[src/rtl/atm_keypad_front.sv]
// Keypad front end for the ATM controller: collects account, PIN, operation,
// amount and new PIN from keystrokes, issues one held request and latches the reply.
module atm_keypad_front #(
    parameter logic [2:0]  OP_BALANCE     = 3'd3,
    parameter logic [2:0]  OP_WITHDRAW    = 3'd4,
    parameter logic [2:0]  OP_DEPOSIT     = 3'd5,
    parameter logic [2:0]  OP_CHANGE_PIN  = 3'd6,
    parameter int unsigned MAX_AMT_DIGITS = 9,
    parameter int unsigned TIMEOUT        = 1000
) (
    input  logic        clk_i,
    input  logic        rst_i,
    input  logic        key_valid_i,
    input  logic [3:0]  key_code_i,
    input  logic        language_i,
    input  logic        req_ready_i,
    input  logic        resp_valid_i,
    input  logic        resp_success_i,
    input  logic [31:0] resp_balance_i,
    output logic        req_valid_o,
    output logic [3:0]  acc_num_o,
    output logic [15:0] pin_o,
    output logic [15:0] new_pin_o,
    output logic [31:0] amount_o,
    output logic [2:0]  operation_o,
    output logic        language_o,
    output logic        done_o,
    output logic        result_success_o,
    output logic [31:0] result_balance_o,
    output logic        timeout_o,
    output logic [2:0]  fsm_state_o
);

    typedef enum logic [2:0] {
        StAcc    = 3'd0,
        StPin    = 3'd1,
        StOp     = 3'd2,
        StAmt    = 3'd3,
        StNewPin = 3'd4,
        StReq    = 3'd5,
        StWait   = 3'd6,
        StDone   = 3'd7
    } state_e;

    localparam logic [3:0]  KeyEnter  = 4'hA;
    localparam logic [3:0]  KeyCancel = 4'hB;
    localparam logic [3:0]  KeyClear  = 4'hC;
    localparam logic [3:0]  AmtMax    = 4'(MAX_AMT_DIGITS);
    localparam logic [31:0] WaitLast  = 32'(TIMEOUT - 1);

    state_e      state_q;
    logic        has_digit_q;
    logic [2:0]  pin_cnt_q;
    logic [2:0]  new_pin_cnt_q;
    logic [3:0]  amt_cnt_q;
    logic [31:0] wait_cnt_q;
    logic        req_valid_q;
    logic [3:0]  acc_num_q;
    logic [15:0] pin_q;
    logic [15:0] new_pin_q;
    logic [31:0] amount_q;
    logic [2:0]  operation_q;
    logic        language_q;
    logic        done_q;
    logic        result_success_q;
    logic [31:0] result_balance_q;
    logic        timeout_q;

    logic        is_digit;
    logic        is_enter;
    logic        is_cancel;
    logic        is_clear;
    logic [31:0] amt_next;

    // Keystroke decode and the decimal accumulate step for the amount field
    always_comb begin
        is_digit  = key_valid_i && (key_code_i <= 4'd9);
        is_enter  = key_valid_i && (key_code_i == KeyEnter);
        is_cancel = key_valid_i && (key_code_i == KeyCancel);
        is_clear  = key_valid_i && (key_code_i == KeyClear);
        amt_next  = (amount_q * 32'd10) + {28'd0, key_code_i};
    end

    // Entry FSM, request handshake and response capture, all outputs registered
    always_ff @(posedge clk_i) begin
        if (rst_i) begin
            state_q          <= StAcc;
            has_digit_q      <= 1'b0;
            pin_cnt_q        <= '0;
            new_pin_cnt_q    <= '0;
            amt_cnt_q        <= '0;
            wait_cnt_q       <= '0;
            req_valid_q      <= 1'b0;
            acc_num_q        <= '0;
            pin_q            <= '0;
            new_pin_q        <= '0;
            amount_q         <= '0;
            operation_q      <= '0;
            language_q       <= 1'b0;
            done_q           <= 1'b0;
            result_success_q <= 1'b0;
            result_balance_q <= '0;
            timeout_q        <= 1'b0;
        end else begin
            done_q <= 1'b0;
            // Cancel during entry and the DONE cycle both drop the session
            if ((is_cancel && (state_q <= StNewPin)) || (state_q == StDone)) begin
                state_q       <= StAcc;
                has_digit_q   <= 1'b0;
                pin_cnt_q     <= '0;
                new_pin_cnt_q <= '0;
                amt_cnt_q     <= '0;
                acc_num_q     <= '0;
                pin_q         <= '0;
                new_pin_q     <= '0;
                amount_q      <= '0;
                operation_q   <= '0;
            end else begin
                case (state_q)
                    StAcc: begin
                        if (is_digit) begin
                            acc_num_q   <= key_code_i;
                            has_digit_q <= 1'b1;
                            if (!has_digit_q) language_q <= language_i;
                        end else if (is_clear) begin
                            acc_num_q   <= '0;
                            has_digit_q <= 1'b0;
                        end else if (is_enter && has_digit_q) begin
                            state_q <= StPin;
                        end
                    end
                    StPin: begin
                        if (is_digit && (pin_cnt_q != 3'd4)) begin
                            pin_q     <= {pin_q[11:0], key_code_i};
                            pin_cnt_q <= pin_cnt_q + 3'd1;
                        end else if (is_clear) begin
                            pin_q     <= '0;
                            pin_cnt_q <= '0;
                        end else if (is_enter && (pin_cnt_q == 3'd4)) begin
                            state_q <= StOp;
                        end
                    end
                    StOp: begin
                        if (is_digit) begin
                            case (key_code_i)
                                4'd1: begin
                                    operation_q <= OP_BALANCE;
                                    req_valid_q <= 1'b1;
                                    state_q     <= StReq;
                                end
                                4'd2: begin
                                    operation_q <= OP_WITHDRAW;
                                    state_q     <= StAmt;
                                end
                                4'd3: begin
                                    operation_q <= OP_DEPOSIT;
                                    state_q     <= StAmt;
                                end
                                4'd4: begin
                                    operation_q <= OP_CHANGE_PIN;
                                    state_q     <= StNewPin;
                                end
                                default: ;
                            endcase
                        end
                    end
                    StAmt: begin
                        if (is_digit && (amt_cnt_q < AmtMax)) begin
                            amount_q  <= amt_next;
                            amt_cnt_q <= amt_cnt_q + 4'd1;
                        end else if (is_clear) begin
                            amount_q  <= '0;
                            amt_cnt_q <= '0;
                        end else if (is_enter && (amt_cnt_q != 4'd0)) begin
                            req_valid_q <= 1'b1;
                            state_q     <= StReq;
                        end
                    end
                    StNewPin: begin
                        if (is_digit && (new_pin_cnt_q != 3'd4)) begin
                            new_pin_q     <= {new_pin_q[11:0], key_code_i};
                            new_pin_cnt_q <= new_pin_cnt_q + 3'd1;
                        end else if (is_clear) begin
                            new_pin_q     <= '0;
                            new_pin_cnt_q <= '0;
                        end else if (is_enter && (new_pin_cnt_q == 3'd4)) begin
                            req_valid_q <= 1'b1;
                            state_q     <= StReq;
                        end
                    end
                    StReq: begin
                        if (req_ready_i) begin
                            req_valid_q <= 1'b0;
                            wait_cnt_q  <= '0;
                            state_q     <= StWait;
                        end
                    end
                    StWait: begin
                        // A response on the final count still beats the timeout
                        if (resp_valid_i) begin
                            result_success_q <= resp_success_i;
                            result_balance_q <= resp_balance_i;
                            timeout_q        <= 1'b0;
                            done_q           <= 1'b1;
                            state_q          <= StDone;
                        end else if (wait_cnt_q == WaitLast) begin
                            result_success_q <= 1'b0;
                            timeout_q        <= 1'b1;
                            done_q           <= 1'b1;
                            state_q          <= StDone;
                        end else begin
                            wait_cnt_q <= wait_cnt_q + 32'd1;
                        end
                    end
                    default: state_q <= StAcc;
                endcase
            end
        end
    end

    assign req_valid_o      = req_valid_q;
    assign acc_num_o        = acc_num_q;
    assign pin_o            = pin_q;
    assign new_pin_o        = new_pin_q;
    assign amount_o         = amount_q;
    assign operation_o      = operation_q;
    assign language_o       = language_q;
    assign done_o           = done_q;
    assign result_success_o = result_success_q;
    assign result_balance_o = result_balance_q;
    assign timeout_o        = timeout_q;
    assign fsm_state_o      = state_q;

endmodule

[config.mk]
export PLATFORM = sky130hd
export DESIGN_NAME = atm_keypad_front
export DESIGN_NICKNAME = d
export VERILOG_FILES = /design/src/rtl/atm_keypad_front.sv
export SDC_FILE = /design/constraint.sdc
export NUM_CORES = 1
export LEC_CHECK = 0
export BUFFER_PORTS_ARGS = -buffer_cell sky130_fd_sc_hd__buf_2
export CELL_PAD_IN_SITES_DETAIL_PLACEMENT = 1
export CELL_PAD_IN_SITES_GLOBAL_PLACEMENT = 2
export CORE_MARGIN = 3
export CORE_UTILIZATION = 31
export CTS_BUF_LIST = sky130_fd_sc_hd__clkbuf_2
export DETAILED_ROUTE_END_ITERATION = 8
export HOLD_SLACK_MARGIN = 0.08
export MAX_ROUTING_LAYER = met4
export PLACE_DENSITY_LB_ADDON = 0.25
export SYNTH_ARGS = -nofsm -noshare
export SYNTH_HDL_FRONTEND = slang
export SYNTH_SLANG_ARGS = --single-unit
[constraint.sdc]
create_clock -name clk_i -period 3.55 [get_ports clk_i]
set_input_delay 0.355 -clock clk_i [delete_from_list [all_inputs] [get_ports clk_i]]
set_output_delay 0.355 -clock clk_i [all_outputs]
set_load 0.02 [all_outputs]
==> Flow_metrics.wiki <==
{| class="wikitable"
! Metric !! Value
|-
| Clock tree from TritonCTS || built
|-
| Port Buffers || 153
|-
| Hold crit path type || in -> reg
|-
| Clock Tree Root || clkbuf_2
|-
| Max H-tree Level || 4
|-
| Clock tree buffer depth || 2
|-
| Worst Path Required || 4250 ps
|-
| Share of synthesized registers carrying an async set or reset || 0
|-
| Switching share of total power || 0.302
|-
| Total iterations of the first detailed-routing run || 6
|-
| Area of all placed cells without fillers || 11,400 um^2
|-
| Number of global-route vias before repair || 8,985
|-
| Path type of the worst setup path || reg -> reg
|-
| Delay of the slowest cell on the worst path || 510 ps
|-
| Post-synthesis simple-gate area fraction || 0.251
|-
| Ordered cell list for the critical path || ha_1 -> ha_2 -> nand2_1 -> nor4_4 -> a221oi_4 -> buf_4 -> o41ai_4 -> xor2_1 -> nor3b_4 -> nand4_2 -> or4_1 -> nand3_1
|-
| Number of antenna violations at the first check in global routing || 1
|-
| Unrepaired setup endpoints after global routing || true
|-
| Startpoint type of the worst setup path || register
|-
| Commonest register cell after synthesis || dfxtp_1
|-
| Post-synthesis area per instance || 8.15 um^2
|-
| Overflow left after global routing || 0
|-
| Number of endpoints failing setup at the final stage || 0
|-
| Layout filler cell count || 3,456
|-
| Global-route wire length before repair || 46,500 um
|-
| Dominant combinational cell family by area after synthesis || simple AND/OR/NAND/NOR gates
|-
| Proportion of synthesized area in mux cells || 0.00681
|-
| Sum of buffers and inverters on the critical path || 1
|-
| Period minus WS final || 3480 ps
|-
| Share of the cycle needed by the critical path after routing || 0.980
|-
| Int Pwr || 2030 uW
|-
| Count of clock tree sinks || 154
|-
| Average routed wire per standard cell || 16.3 um
|-
| Dpl hpwl || 19,900 um
|-
| Number of DRC markers after the initial detailed-route iteration || 402
|-
| Count of warnings emitted by yosys || 0
|-
| Die boundary height || 175 um
|-
| Unique masters post-synth || 75
|-
| Number of nets produced by synthesis || 1,192
|-
| Worst-skew pair later-pin latency || 770 ps
|-
| Number of instances in the synthesized netlist || 1,082
|-
| CP Data Arrival Time || 4180 ps
|-
| Transition time at the pin with the least slew margin || 1110 ps
|-
| Share of the synthesized area in compound gates (AO/OA/AOI/OAI) || 0.184
|-
| GP Congestion || 0.831
|-
| Setup skew after layout || 34.8 ps
|-
| VDD IR max || 0.207 mV
|-
| Vias per inst || 5.00
|-
| Routed WL || 28,100 um
|-
| Synthesized cell area || 8820 um^2
|-
| Initial core utilization || 0.316
|-
| DRC violation count after routing || 0
|-
| Worst setup margin || 72.4 ps
|-
| Nets || 1,440
|-
| Area growth from synthesis to layout || 29.7%
|-
| Final-report max-slew violation count || 0
|-
| Pre-CTS setup slack || -60.2 ps
|-
| Clock buffers created by TritonCTS || 17
|-
| Placeable core region || 27,900 um^2
|-
| Total number of vias || 8,610
|-
| NetSw || 880 uW
|-
| Synthesized-area fraction occupied by xor and xnor cells || 0.0733
|-
| Layout cells sized above 1 || 0.252
|-
| Die area || 30,500 um^2
|-
| Critical path's slowest cell || or4_1
|-
| Adder and majority cell fraction of the synthesized area || 0.0967
|-
| Portion of total power attributed to the clock network || 0.353
|-
| Proportion of power drawn by flip-flops and latches || 0.597
|-
| Number of ports placed on the die boundary || 154
|-
| Slew margin rel. || 0.258
|-
| Horizontal extent of the die || 175 um
|-
| CP top delay family || simple AND/OR/NAND/NOR gates
|-
| Post-placement cell area || 10,200 um^2
|-
| Number of flops mapped to enable cells by yosys || 0
|-
| Pin count of the biggest net entering global routing || 48
|-
| Overall fraction of global-route tracks in use || 0.189
|-
| Clk slew on worst S/H paths || 280 ps
|-
| Rows || 61
|-
| Final Hold Viols || 0
|-
| Highest clock rate || 0.288 GHz
|-
| Kind of capture point of the worst setup path || register
|-
| Sequential element share of the synthesized area || 0.350
|-
| Number of synthesized register bits || 154
|-
| Crit-path max FO || 8
|-
| Total power divided by cell area || 255 nW/um^2
|-
| Post-DRT Antenna Nets || 0
|-
| Max-cap check violation count || 0
|-
| Leakage power figure || 0.00494 uW
|-
| Run status || complete, no violations
|-
| Relative contribution of combinational cells to total power || 0.050
|}
-- cell usage after synthesis (3+ instances only) --
library cell | n | area, um^2
nand2_1 | 159 | 597
dfxtp_1 | 154 | 3080
nor2_1 | 134 | 503
a21oi_1 | 96 | 480
ha_1 | 65 | 813
nand3_1 | 47 | 235
a22oi_1 | 45 | 338
xor2_1 | 42 | 368
o21ai_0 | 40 | 200
clkbuf_1 | 39 | 146
xnor2_1 | 30 | 263
nand4_1 | 16 | 100
inv_1 | 15 | 56.3
nor3_1 | 15 | 75.1
nand2b_1 | 10 | 62.6
nor4_1 | 10 | 62.6
o211ai_1 | 10 | 75.1
a21o_1 | 9 | 67.6
a211oi_1 | 8 | 60.1
nand3b_1 | 7 | 52.6
o21a_1 | 7 | 52.6
and3_1 | 6 | 37.5
mux2i_1 | 6 | 60.1
o21bai_1 | 6 | 45.0
or3_1 | 6 | 37.5
or4_1 | 6 | 45.0
buf_6 | 5 | 56.3
nor2b_1 | 5 | 31.3
and4_1 | 4 | 35.0
clkbuf_8 | 4 | 55.1
nand4b_1 | 4 | 35.0
nor3b_1 | 4 | 30.0
o21ai_1 | 4 | 20.0
or2_2 | 4 | 25.0
a221oi_1 | 3 | 26.3
a31oi_1 | 3 | 18.8
a41oi_1 | 3 | 26.3
and2_1 | 3 | 18.8
nand2_2 | 3 | 18.8
-- per-stage QoR --
| stage | hold WS (ps) | std cells | util | setup TNS [ps] | total power [uW] |
|---|---|---|---|---|---|
| 3_3_place_gp | 439 | 1615 | 0.366 | 0 | 1880 |
| 2_1_floorplan | 464 | 1082 | - | 0 | 1830 |
| 6_report | 254 | 1722 | 0.410 | 0 | 2920 |
| 5_1_grt | 262 | 1722 | 0.410 | -367 | 3060 |
| 4_1_cts | 140 | 1718 | 0.402 | -28.0 | 2990 |
| 3_5_place_dp | 445 | 1615 | 0.366 | -190 | 1880 |
-- routing by layer --
layer  wire length [um]  GRT usage  vias up
li1                   -          -     4337
met2              13400      0.310      121
met1              13400      0.243     4117
met5                  0          -        -
met4                513     0.0499        0
met3                757     0.0287       35
-- flip-flops by register name, indices dropped and copies added (netlist names), 3 cells and up --
name              count
acc_num_o             4
amount_o             32
pin_cnt_q             3
wait_cnt_q           32
new_pin_cnt_q         3
amt_cnt_q             4
operation_o           3
result_balance_o     32
fsm_state_o           3
pin_o                16
new_pin_o            16
-- layout by cell type, fill, tap and decap left out, types with 8 or more instances in the layout --
| master | count |
|---|---|
| nor2_1 | 131 |
| nand2_1 | 159 |
| dfxtp_2 | 16 |
| inv_1 | 15 |
| nand4_1 | 16 |
| xor2_1 | 41 |
| o211ai_1 | 10 |
| nand2b_1 | 10 |
| dlygate4sd3_1 | 61 |
| clkbuf_2 | 17 |
| xnor2_1 | 26 |
| a22oi_1 | 45 |
| ha_1 | 53 |
| buf_4 | 66 |
| nor4_1 | 10 |
| buf_2 | 153 |
| ha_2 | 8 |
| nor3_1 | 14 |
| o21ai_0 | 34 |
| a21oi_1 | 90 |
| dfxtp_1 | 137 |
| a21o_1 | 9 |
| nand3_1 | 46 |
-- power groups by stage --
stage	sequential [uW]	combinational (uW)	clock, uW
after floorplan	1780	53.2	0
after global placement	1770	111	0
after detailed placement	1770	111	0
after CTS	1740	147	1100
after global routing	1750	160	1160
final	1740	145	1030
-- logic make-up after synthesis --
logic type	count (synthesis)
simple gates	460
compound gates	254
xor+xnor	73
flops	154
mux	6
buf+inv	68
fa+ha+maj	67
-- timing repair --
action | 4_1_cts | 5_1_grt
buffers inserted | 10 | 3
endpoints found under the hold margin | 54 | 0
pin swaps | 17 | 20
resized for setup | 11 | 56
setup endpoints to repair | 9 | 14
hold buffers | 61 | 0
-- worst reg2reg max path, stage by stage (launching register included) --
cell	delay, ps
dfxtp_2	400
ha_1	300
ha_2	410
nand2_1	190
nor4_4	340
a221oi_4	140
buf_4	170
o41ai_4	270
xor2_1	230
nor3b_4	260
nand4_2	160
or4_1	510
nand3_1	80
-- path summary, 6_finish.rpt --
| path | startpoint | end | slack [ps] | cells after the start |
|---|---|---|---|---|
| worst min-delay path | req_ready_i | req_valid_o$_SDFFE_PP0P_ | 250 | 7 |
| worst min register to register | pin_o[1]$_SDFFE_PP0P_ | pin_o[5]$_SDFFE_PP0P_ | 470 | 2 |
| worst max-delay path | amount_o[10]$_SDFFE_PP0P_ | amount_o[31]$_SDFFE_PP0P_ | 70 | 12 |
| worst max register to register | amount_o[10]$_SDFFE_PP0P_ | amount_o[31]$_SDFFE_PP0P_ | 70 | 12 |
-- layout make-up --
type / instances / area [um^2] / area share
Clock inverter: 15 / 151 / 0.0132
Clock buffer: 17 / 85.1 / 0.00744
Multi-Input combinational cell: 860 / 5680 / 0.496
Timing Repair Buffer: 281 / 1880 / 0.165
Inverter: 16 / 60.1 / 0.00525
Tap cell: 378 / 473 / 0.0413
Sequential cell: 154 / 3110 / 0.272
Antenna cell: 1 / 2.50 / 0.000219
(Power assumes the default switching activity.)
